File: src/rtl/execute.sv
// Execute stage of the Y86-64 SEQ processor: combinational ALU producing valE,
// the OF/ZF/SF condition-code register, and the jXX/cmovXX condition Cnd.
module execute #(
   parameter int W = 64
) (
   input  logic         clk,
   input  logic         rst,
   input  logic [3:0]   icode,
   input  logic [3:0]   ifun,
   input  logic [W-1:0] valA,
   input  logic [W-1:0] valB,
   input  logic [W-1:0] valC,
   output logic [W-1:0] valE,
   output logic         Cnd,
   output logic         OF,
   output logic         ZF,
   output logic         SF
);

   localparam logic [3:0] I_RRMOVQ = 4'h2;
   localparam logic [3:0] I_IRMOVQ = 4'h3;
   localparam logic [3:0] I_RMMOVQ = 4'h4;
   localparam logic [3:0] I_MRMOVQ = 4'h5;
   localparam logic [3:0] I_OPQ    = 4'h6;
   localparam logic [3:0] I_JXX    = 4'h7;
   localparam logic [3:0] I_CALL   = 4'h8;
   localparam logic [3:0] I_RET    = 4'h9;
   localparam logic [3:0] I_PUSHQ  = 4'hA;
   localparam logic [3:0] I_POPQ   = 4'hB;

   localparam logic [3:0] ALU_ADD = 4'h0;
   localparam logic [3:0] ALU_SUB = 4'h1;
   localparam logic [3:0] ALU_AND = 4'h2;
   localparam logic [3:0] ALU_XOR = 4'h3;

   localparam logic [W-1:0] STACK_STEP = W'(8);

   logic signed [W-1:0] opA;
   logic signed [W-1:0] opB;
   logic signed [W-1:0] aluOut;
   logic                ccWrite;
   logic                nextOF;

   // Branch/move condition from the current flags; unknown conditions never fire.
   function automatic logic evalCond(input logic [3:0] fn, input logic zf,
                                     input logic sf, input logic of);
      logic lt;
      lt = sf ^ of;
      case (fn)
         4'h0:    evalCond = 1'b1;
         4'h1:    evalCond = lt | zf;
         4'h2:    evalCond = lt;
         4'h3:    evalCond = zf;
         4'h4:    evalCond = ~zf;
         4'h5:    evalCond = ~lt;
         4'h6:    evalCond = ~lt & ~zf;
         default: evalCond = 1'b0;
      endcase
   endfunction

   assign opA = signed'(valA);
   assign opB = signed'(valB);

   always_comb begin
      aluOut = '0;
      case (ifun)
         ALU_ADD: aluOut = opB + opA;
         ALU_SUB: aluOut = opB - opA;
         ALU_AND: aluOut = opB & opA;
         ALU_XOR: aluOut = opB ^ opA;
         default: aluOut = '0;
      endcase
   end

   always_comb begin
      valE = '0;
      case (icode)
         I_RRMOVQ:         valE = valA;
         I_IRMOVQ:         valE = valC;
         I_RMMOVQ,
         I_MRMOVQ:         valE = valB + valC;
         I_OPQ:            valE = unsigned'(aluOut);
         I_CALL, I_PUSHQ:  valE = valB - STACK_STEP;
         I_RET,  I_POPQ:   valE = valB + STACK_STEP;
         default:          valE = '0;
      endcase
   end

   // Overflow: operands of the effective addition share a sign that the result lacks.
   always_comb begin
      nextOF = 1'b0;
      case (ifun)
         ALU_ADD: nextOF = (valA[W-1] == valB[W-1]) && (aluOut[W-1] != valA[W-1]);
         ALU_SUB: nextOF = (valA[W-1] != valB[W-1]) && (aluOut[W-1] != valB[W-1]);
         default: nextOF = 1'b0;
      endcase
   end

   assign ccWrite = (icode == I_OPQ) && (ifun <= ALU_XOR);

   always_ff @(posedge clk or posedge rst) begin
      if (rst) begin
         ZF <= 1'b1;
         SF <= 1'b0;
         OF <= 1'b0;
      end else if (ccWrite) begin
         ZF <= (aluOut == '0);
         SF <= aluOut[W-1];
         OF <= nextOF;
      end
   end

   assign Cnd = ((icode == I_RRMOVQ) || (icode == I_JXX)) ? evalCond(ifun, ZF, SF, OF) : 1'b0;

endmodule

File: config.mk
export PLATFORM = sky130hd
export DESIGN_NAME = execute
export DESIGN_NICKNAME = d
export VERILOG_FILES = /design/src/rtl/execute.sv
export SDC_FILE = /design/constraint.sdc
export NUM_CORES = 1
export LEC_CHECK = 0
export ABC_AREA = 1
export CORE_ASPECT_RATIO = 0.7
export CORE_MARGIN = 2
export CORE_UTILIZATION = 45
export DETAILED_ROUTE_END_ITERATION = 12
export PLACE_DENSITY = 0.73
export SETUP_SLACK_MARGIN = 0.5
export SYNTH_ARGS = -nofsm -noshare
export SYNTH_HDL_FRONTEND = slang
export SYNTH_SLANG_ARGS = --single-unit
File: constraint.sdc
create_clock -name clk -period 17.6 [get_ports clk]
set_input_delay 3.52 -clock clk [delete_from_list [all_inputs] [get_ports clk]]
set_output_delay 3.52 -clock clk [all_outputs]
set_load 0.01 [all_outputs]
# After elaboration in Yosys (flattened, before gate mapping)

Index checks and enable logic that the tools add are counted.

Output and inout port bits: 68
Input bits: 202
Flip-flop bits (word level): 3
Logic and storage cells: 50

Magnitude comparators: 1
Bitwise gates (word level): 7
Mux-type cells: 5
Reductions and logical operators: 9
Add/subtract/negate cells: 5
Equality and inequality tests: 20

Operators with widths:

| cell                  | number |
|---|---|
| $pmux 64 s6           | 1 |
| $pmux 64 s4           | 1 |
| $add 64x64->64        | 2 |
| $add 64x4->64 const B | 1 |
| $and 64x64->64        | 1 |
| $logic_not 64->1      | 1 |
| $sub 64x4->64 const B | 1 |
| $sub 64x64->64        | 1 |
| $xor 64x64->64        | 1 |
| $eq 4x3->1 const B    | 7 |
| $eq 4x2->1 const B    | 4 |
| $eq 4x4->1 const B    | 4 |
| $pmux 1 s7            | 1 |
| $reduce_or 2->1       | 3 |
| $eq 4x1->1 const B    | 1 |
| $le 4x2->1 const B    | 1 |
| $logic_not 4->1       | 1 |
| $logic_and 1x1->1     | 3 |
| $ne 1x1->1            | 3 |
| $not 1->1             | 2 |
| $pmux 1 s2            | 1 |
| $and 1x1->1           | 1 |
| $eq 1x1->1            | 1 |
| $logic_or 1x1->1      | 1 |
| other kinds (3)       | 3 |

# Longest topological paths before layout

Depth in word-level cells: 5
Mapped depth: 36
Gate-level depth less buffers: 36

# Worst setup path before layout

OpenSTA, ideal clock, no wires.

Path kind: input-to-output
Start point: input icode[2]
End point: output valE[47]
Stages on the path: 24
Buffers on the path: 0
Arrival: 6.977 ns
Data required time: 14.080 ns
Setup slack: 7.103 ns
Cells stage by stage: inv_2 > nand2_1 > inv_1 > nand2_1 > fa_1 > nand2_1 > nand3_1 > o21ai_1 > inv_1 > nand2_1 > nand2_1 > nand2_1 > nand2_1 > a21oi_1 > inv_1 > nand2_1 > nand2_1 > nand2_1 > nand2_1 > nand2_1 > nand2_1 > nand2_1 > nand3_1 > nand3_1

Word-level cells in the longest chain between the ends: 3
Elaborated cells between the ends (all ways): 13
Classes of those cells: eq/ne (9); mux (1); reduce/logical (3)

RTL lines:

| what                                            | RTL line | source |
|---|---|---|
| from (decl)                                     | 8        | `input logic [3:0] icode,` |
| $eq 4x4->1 / $eq 4x3->1 (equally long branches) | 77       | `case (icode)` |
| $reduce_or 2->1                                 | 77       |  |
| $pmux 64 s6 (*)                                 | 77       |  |
| to (decl)                                       | 13       | `output logic [W-1:0] valE,` |

Every way passes the cells marked *; elsewhere a longest branch is shown, timed or not.

# Final worst setup path

Start point: input ifun[1]
End point: output valE[56]

Word-level cells in the longest chain between the ends: 3
Elaborated cells between the ends (all ways): 6
Classes of those cells: eq/ne (3); mux (2); reduce/logical (1)

RTL lines:

| what                                     | RTL line | source |
|---|---|---|
| from (decl)                              | 9        | `input logic [3:0] ifun,` |
| $eq 4x2->1, or another cell as far along | 66       | `case (ifun)` |
| $pmux 64 s4 (*)                          | 66       |  |
| $pmux 64 s6 (*)                          | 77       |  |

Marks and branches as above.

==> metrics.md <==
| Metric | Value |
|---|---|
| Worst relative slew slack | 0.321 |
| Area of the mapped netlist | between 20,000 and 25,000 µm² |
| Synth Area in Adders | 0.159 |
| Number of flops mapped to enable cells by yosys | 0 |
| Global-route total usage across every layer | 0.449 |
| Endpoints failing hold | 0 |
| Leakage | approximately 0.011 µW |
| Latest clock arrival within the worst-skew pair | roughly 230 ps |
| Multiplexer share of the synthesized area | 0 |
| Largest clock skew in the final design | 0 ps |
| Critical path, cell by cell | clkdlybuf4s50_1 -> nor2_1 -> nand2_2 -> inv_1 -> buf_4 -> a21oi_1 -> nor2_2 -> o21ai_1 -> xor2_1 -> ha_1 -> nand2_1 -> nor2_1 -> nand2_1 -> nor4_1 -> nand3_1 -> nand3b_1 -> nand3_1 -> nand2_1 -> a21oi_1 -> o211ai_1 -> clkdlybuf4s50_1 |
| Post-synthesis cell type count | 61 |
| Total Routed Length | ~110 mm |
| Overall die width | between 200 and 300 µm |
| Asr flop ratio synth | 1.00 |
| Number of antenna violations at the first check in global routing | 4 |
| Detailed-route via count | approximately 28,000 |
| Core Util, Final | 0.535 |
| Remaining global-route overflow | 0 |
| Max-slew violation total from the final report | 0 |
| Inst Count DP | 4,717 |
| Number of search-and-repair iterations in the first detailed-routing pass | 7 |
| TritonCTS clock tree | yes |
| Clock share of power | 0.043 |
| Share of post-route cells with drive strength above 1 | 0.0393 |
| Hold-fix buffers, CTS | 0 |
| Crit path time final | 13,100 ps |
| Fraction of the yosys area taken by sequential cells | 0.00380 |
| Drt wl/cell | around 23 µm |
| CP Class | in -> out |
| Dominant synthesized flop cell | sky130_fd_sc_hd__dfrtp_1 |
| Run status | completed |
| Startpoint type of the worst setup path | primary input |
| Number of nets with antenna violations after detailed routing | 0 |
| Port Buffers | around 270 |
| Unrepaired setup endpoints after global routing | no |
| Critical path capture point type | output pin |
| Combinational family with the most area after synthesis | simple AND/OR/NAND/NOR gates |
| Proportion of total power due to net switching | 0.636 |
| Required time at the endpoint of the critical path | about 14,000 ps |
| Floorplan die height | 181 µm |
| PD cells | 36.6 nW/µm² |
| Die footprint | approximately 46,000 µm² |
| Final net count | ~4,600 |
| DRC | 0 |
| Clock-pin slew on the worst setup and hold paths | 30 ps |
| Synthesized Nets | ~4,400 |
| Synthesized flop and latch total | 3 |
| Number of clock sinks seen by CTS | 3 |
| Area overhead of the layout relative to synthesis | 16.9% |
| Post-Synthesis Cells | 3,899 |
| Maximum clock rate | about 76 MHz |
| Number of global-route vias before repair | roughly 25,000 |
| Share of synthesized cell area in and, or, nand and nor gates | 0.440 |
| Most common cell on crit path | sky130_fd_sc_hd__nand2_1 |
| Fin crit share | 0.744 |
| Post-detailed-route via-to-cell ratio | 5.93 |
| Sw power | 547 µW |
| Cts bufs inserted | 3 |
| Non-Filler Instances | 4,723 |
| Setup tns final | 0 ps |
| Final weighted congestion of routability-driven global placement | 1.10 |
| Worst path max stage delay | 700 ps |
| Share of total power in combinational logic | 0.948 |
| Maximum number of pins on one net before global-route repair | 63 |
| Iteration-0 DRC count of the detailed router | between 4,000 and 5,000 |
| Detailed placement HPWL | about 95 mm |
| Maximum buffer depth of the clock tree | 2 |
| Number of buffers added for setup after CTS | 0 |
| Reported max-cap violation count | 0 |
| Cell Rows | 64 |
| Level count of the clock H-tree | 1 |
| CTS root buffer | sky130_fd_sc_hd__clkbuf_16 |
| Worst slew pin tran | 1020 ps |
| Critical Path Fanout Max | 37 |
| Worst vdd ir | between 0.00002 and 0.000025 V |
| Count of final setup violators | 0 |
| Worst Hold Class | reg -> reg |
| Wire length of the first global-routing pass | about 160 mm |
| Cell with the largest stage delay on the worst path | sky130_fd_sc_hd__clkdlybuf4s50_1 |
| Quantity of gates resized following cts | 0 |
| Synthesis warning total | 0 |
| Sequential share of power | 0.009 |
| Compound-Gate Fraction of Synth Area | 0.233 |
| Average size of a mapped cell | ~5.2 µm² |
| Critical path arrival | between 9000 and 10,000 ps |
| Parity-gate share of the synthesized area counting xor and xnor cells | 0.0336 |
| Internal Dissipation | 313 µW |
| Count of pins on the block boundary | 270 |
| Initial standard-cell utilization of the core | 0.458 |
| Area of the core | ~44,000 µm² |
kinds of logic (layout without fill, tap and decap cells):
kind of cell    Yosys count  in the layout
buf+inv                 696            924
flops                     3              3
other cells               0              2
compound gates          802            802
xor+xnor                 77             77
fa+ha+maj               253            253
simple gates           2068           2068
registers in the layout, indices dropped and copies added (netlist names):
signal / count
OF: 1
SF: 1
ZF: 1
per-stage QoR:
step	total power [µW]	worst slack, ps	hold WS (ps)	area [µm²]
2_1_floorplan	477	7100	490	20100
3_3_place_gp	781	4960	526	23400
3_5_place_dp	783	4840	514	23400
4_1_cts	823	4840	519	23500
5_1_grt	924	4270	537	23500
6_report	860	4500	524	23500
power by group through the flow:
| stage | sequential (µW) | clock [µW] | combinational, µW |
|---|---|---|---|
| after floorplan | 7.62 | 0 | 470 |
| after global placement | 7.56 | 0 | 773 |
| after detailed placement | 7.57 | 0 | 775 |
| after CTS | 7.50 | 37.1 | 779 |
| after global routing | 7.51 | 37.7 | 878 |
| final | 7.50 | 37.2 | 816 |
area by class of cell:
class | instances | area, µm²
Clock buffer | 4 | 78.8
Multi-Input combinational cell | 3200 | 17400
Antenna cell | 2 | 5.00
Sequential cell | 3 | 76.3
Tap cell | 594 | 743
Fill cell | 4884 | 20400
Inverter | 640 | 2400
Timing Repair Buffer | 280 | 2780
cells in the final DEF (no fill, tap or decap), drive strengths merged, types with 14 or more instances in the layout:
master,count
a31oi,17
nand2,1117
or2,56
nor3,46
a22oi,68
inv,637
o211ai,21
nor4,14
a21o,23
ha,250
clkdlybuf4s50,269
nand4,72
o21bai,31
nor2,481
nand3b,20
nand3,254
a221oi,19
xor2,68
a21oi,335
o21ai,229
metal layers:
| metal | GRT usage | vias to the layer above | part of all wire |
|---|---|---|---|
| li1 | - | 13300 | - |
| met1 | 0.670 | 12600 | 0.44 |
| met2 | 0.599 | 1857 | 0.36 |
| met5 | 0.0165 | - | 0.00094 |
| met3 | 0.150 | 165 | 0.17 |
| met4 | 0.111 | 2 | 0.030 |
synth_stat cells (4+ instances only):
master	instances	area share
sky130_fd_sc_hd__xnor2_1	9	0.0039
sky130_fd_sc_hd__o2111ai_1	12	0.0052
sky130_fd_sc_hd__o21ai_1	14	0.0035
sky130_fd_sc_hd__nor2_2	20	0.0062
sky130_fd_sc_hd__nor3_2	4	0.0020
sky130_fd_sc_hd__nor3_1	42	0.010
sky130_fd_sc_hd__a21oi_2	4	0.0017
sky130_fd_sc_hd__and2_1	5	0.0016
sky130_fd_sc_hd__nand2_2	32	0.010
sky130_fd_sc_hd__inv_1	625	0.12
sky130_fd_sc_hd__clkbuf_1	37	0.0069
sky130_fd_sc_hd__nand4_1	72	0.022
sky130_fd_sc_hd__a221oi_1	19	0.0083
sky130_fd_sc_hd__or2_2	47	0.015
sky130_fd_sc_hd__a21boi_0	12	0.0045
sky130_fd_sc_hd__inv_2	12	0.0022
sky130_fd_sc_hd__a21oi_1	331	0.082
sky130_fd_sc_hd__o21bai_1	30	0.011
sky130_fd_sc_hd__nor2_1	455	0.085
sky130_fd_sc_hd__nand3_2	8	0.0040
sky130_fd_sc_hd__a22oi_1	68	0.025
sky130_fd_sc_hd__xor2_1	68	0.030
sky130_fd_sc_hd__or2_0	6	0.0019
sky130_fd_sc_hd__nand2_1	1084	0.20
sky130_fd_sc_hd__nand3b_1	20	0.0075
sky130_fd_sc_hd__o221ai_1	4	0.0017
sky130_fd_sc_hd__o21a_1	12	0.0045
sky130_fd_sc_hd__ha_1	250	0.16
sky130_fd_sc_hd__a31oi_1	17	0.0053
sky130_fd_sc_hd__buf_2	13	0.0032
sky130_fd_sc_hd__o21ai_0	212	0.053
sky130_fd_sc_hd__nor4_1	13	0.0040
sky130_fd_sc_hd__a21o_1	23	0.0086
sky130_fd_sc_hd__buf_1	4	0.00075
sky130_fd_sc_hd__nand3_1	246	0.061
sky130_fd_sc_hd__o211ai_1	21	0.0078
sky130_fd_sc_hd__nor2_4	6	0.0034
worst max-delay path: cells and delay by family:
family          cells  cell delay, ps
simple gates       11            2690
buf+inv             4            1980
compound gates      4             840
fa+ha+maj           1             390
xor+xnor            1             120
path summary, 6_finish.rpt:
path,from,to,slack [ps],cells after the start
setup / recovery,ifun[1],valE[56],4500,21
hold / removal,ZF,ZF,520,2
setup reg to reg,ZF,ZF,16820,2
hold reg to reg,ZF,ZF,520,2
max in group asynchronous,rst,ZF,13900,2
min in group asynchronous,rst,OF,3490,2
Note: power is estimated with default switching activity, not from simulation.
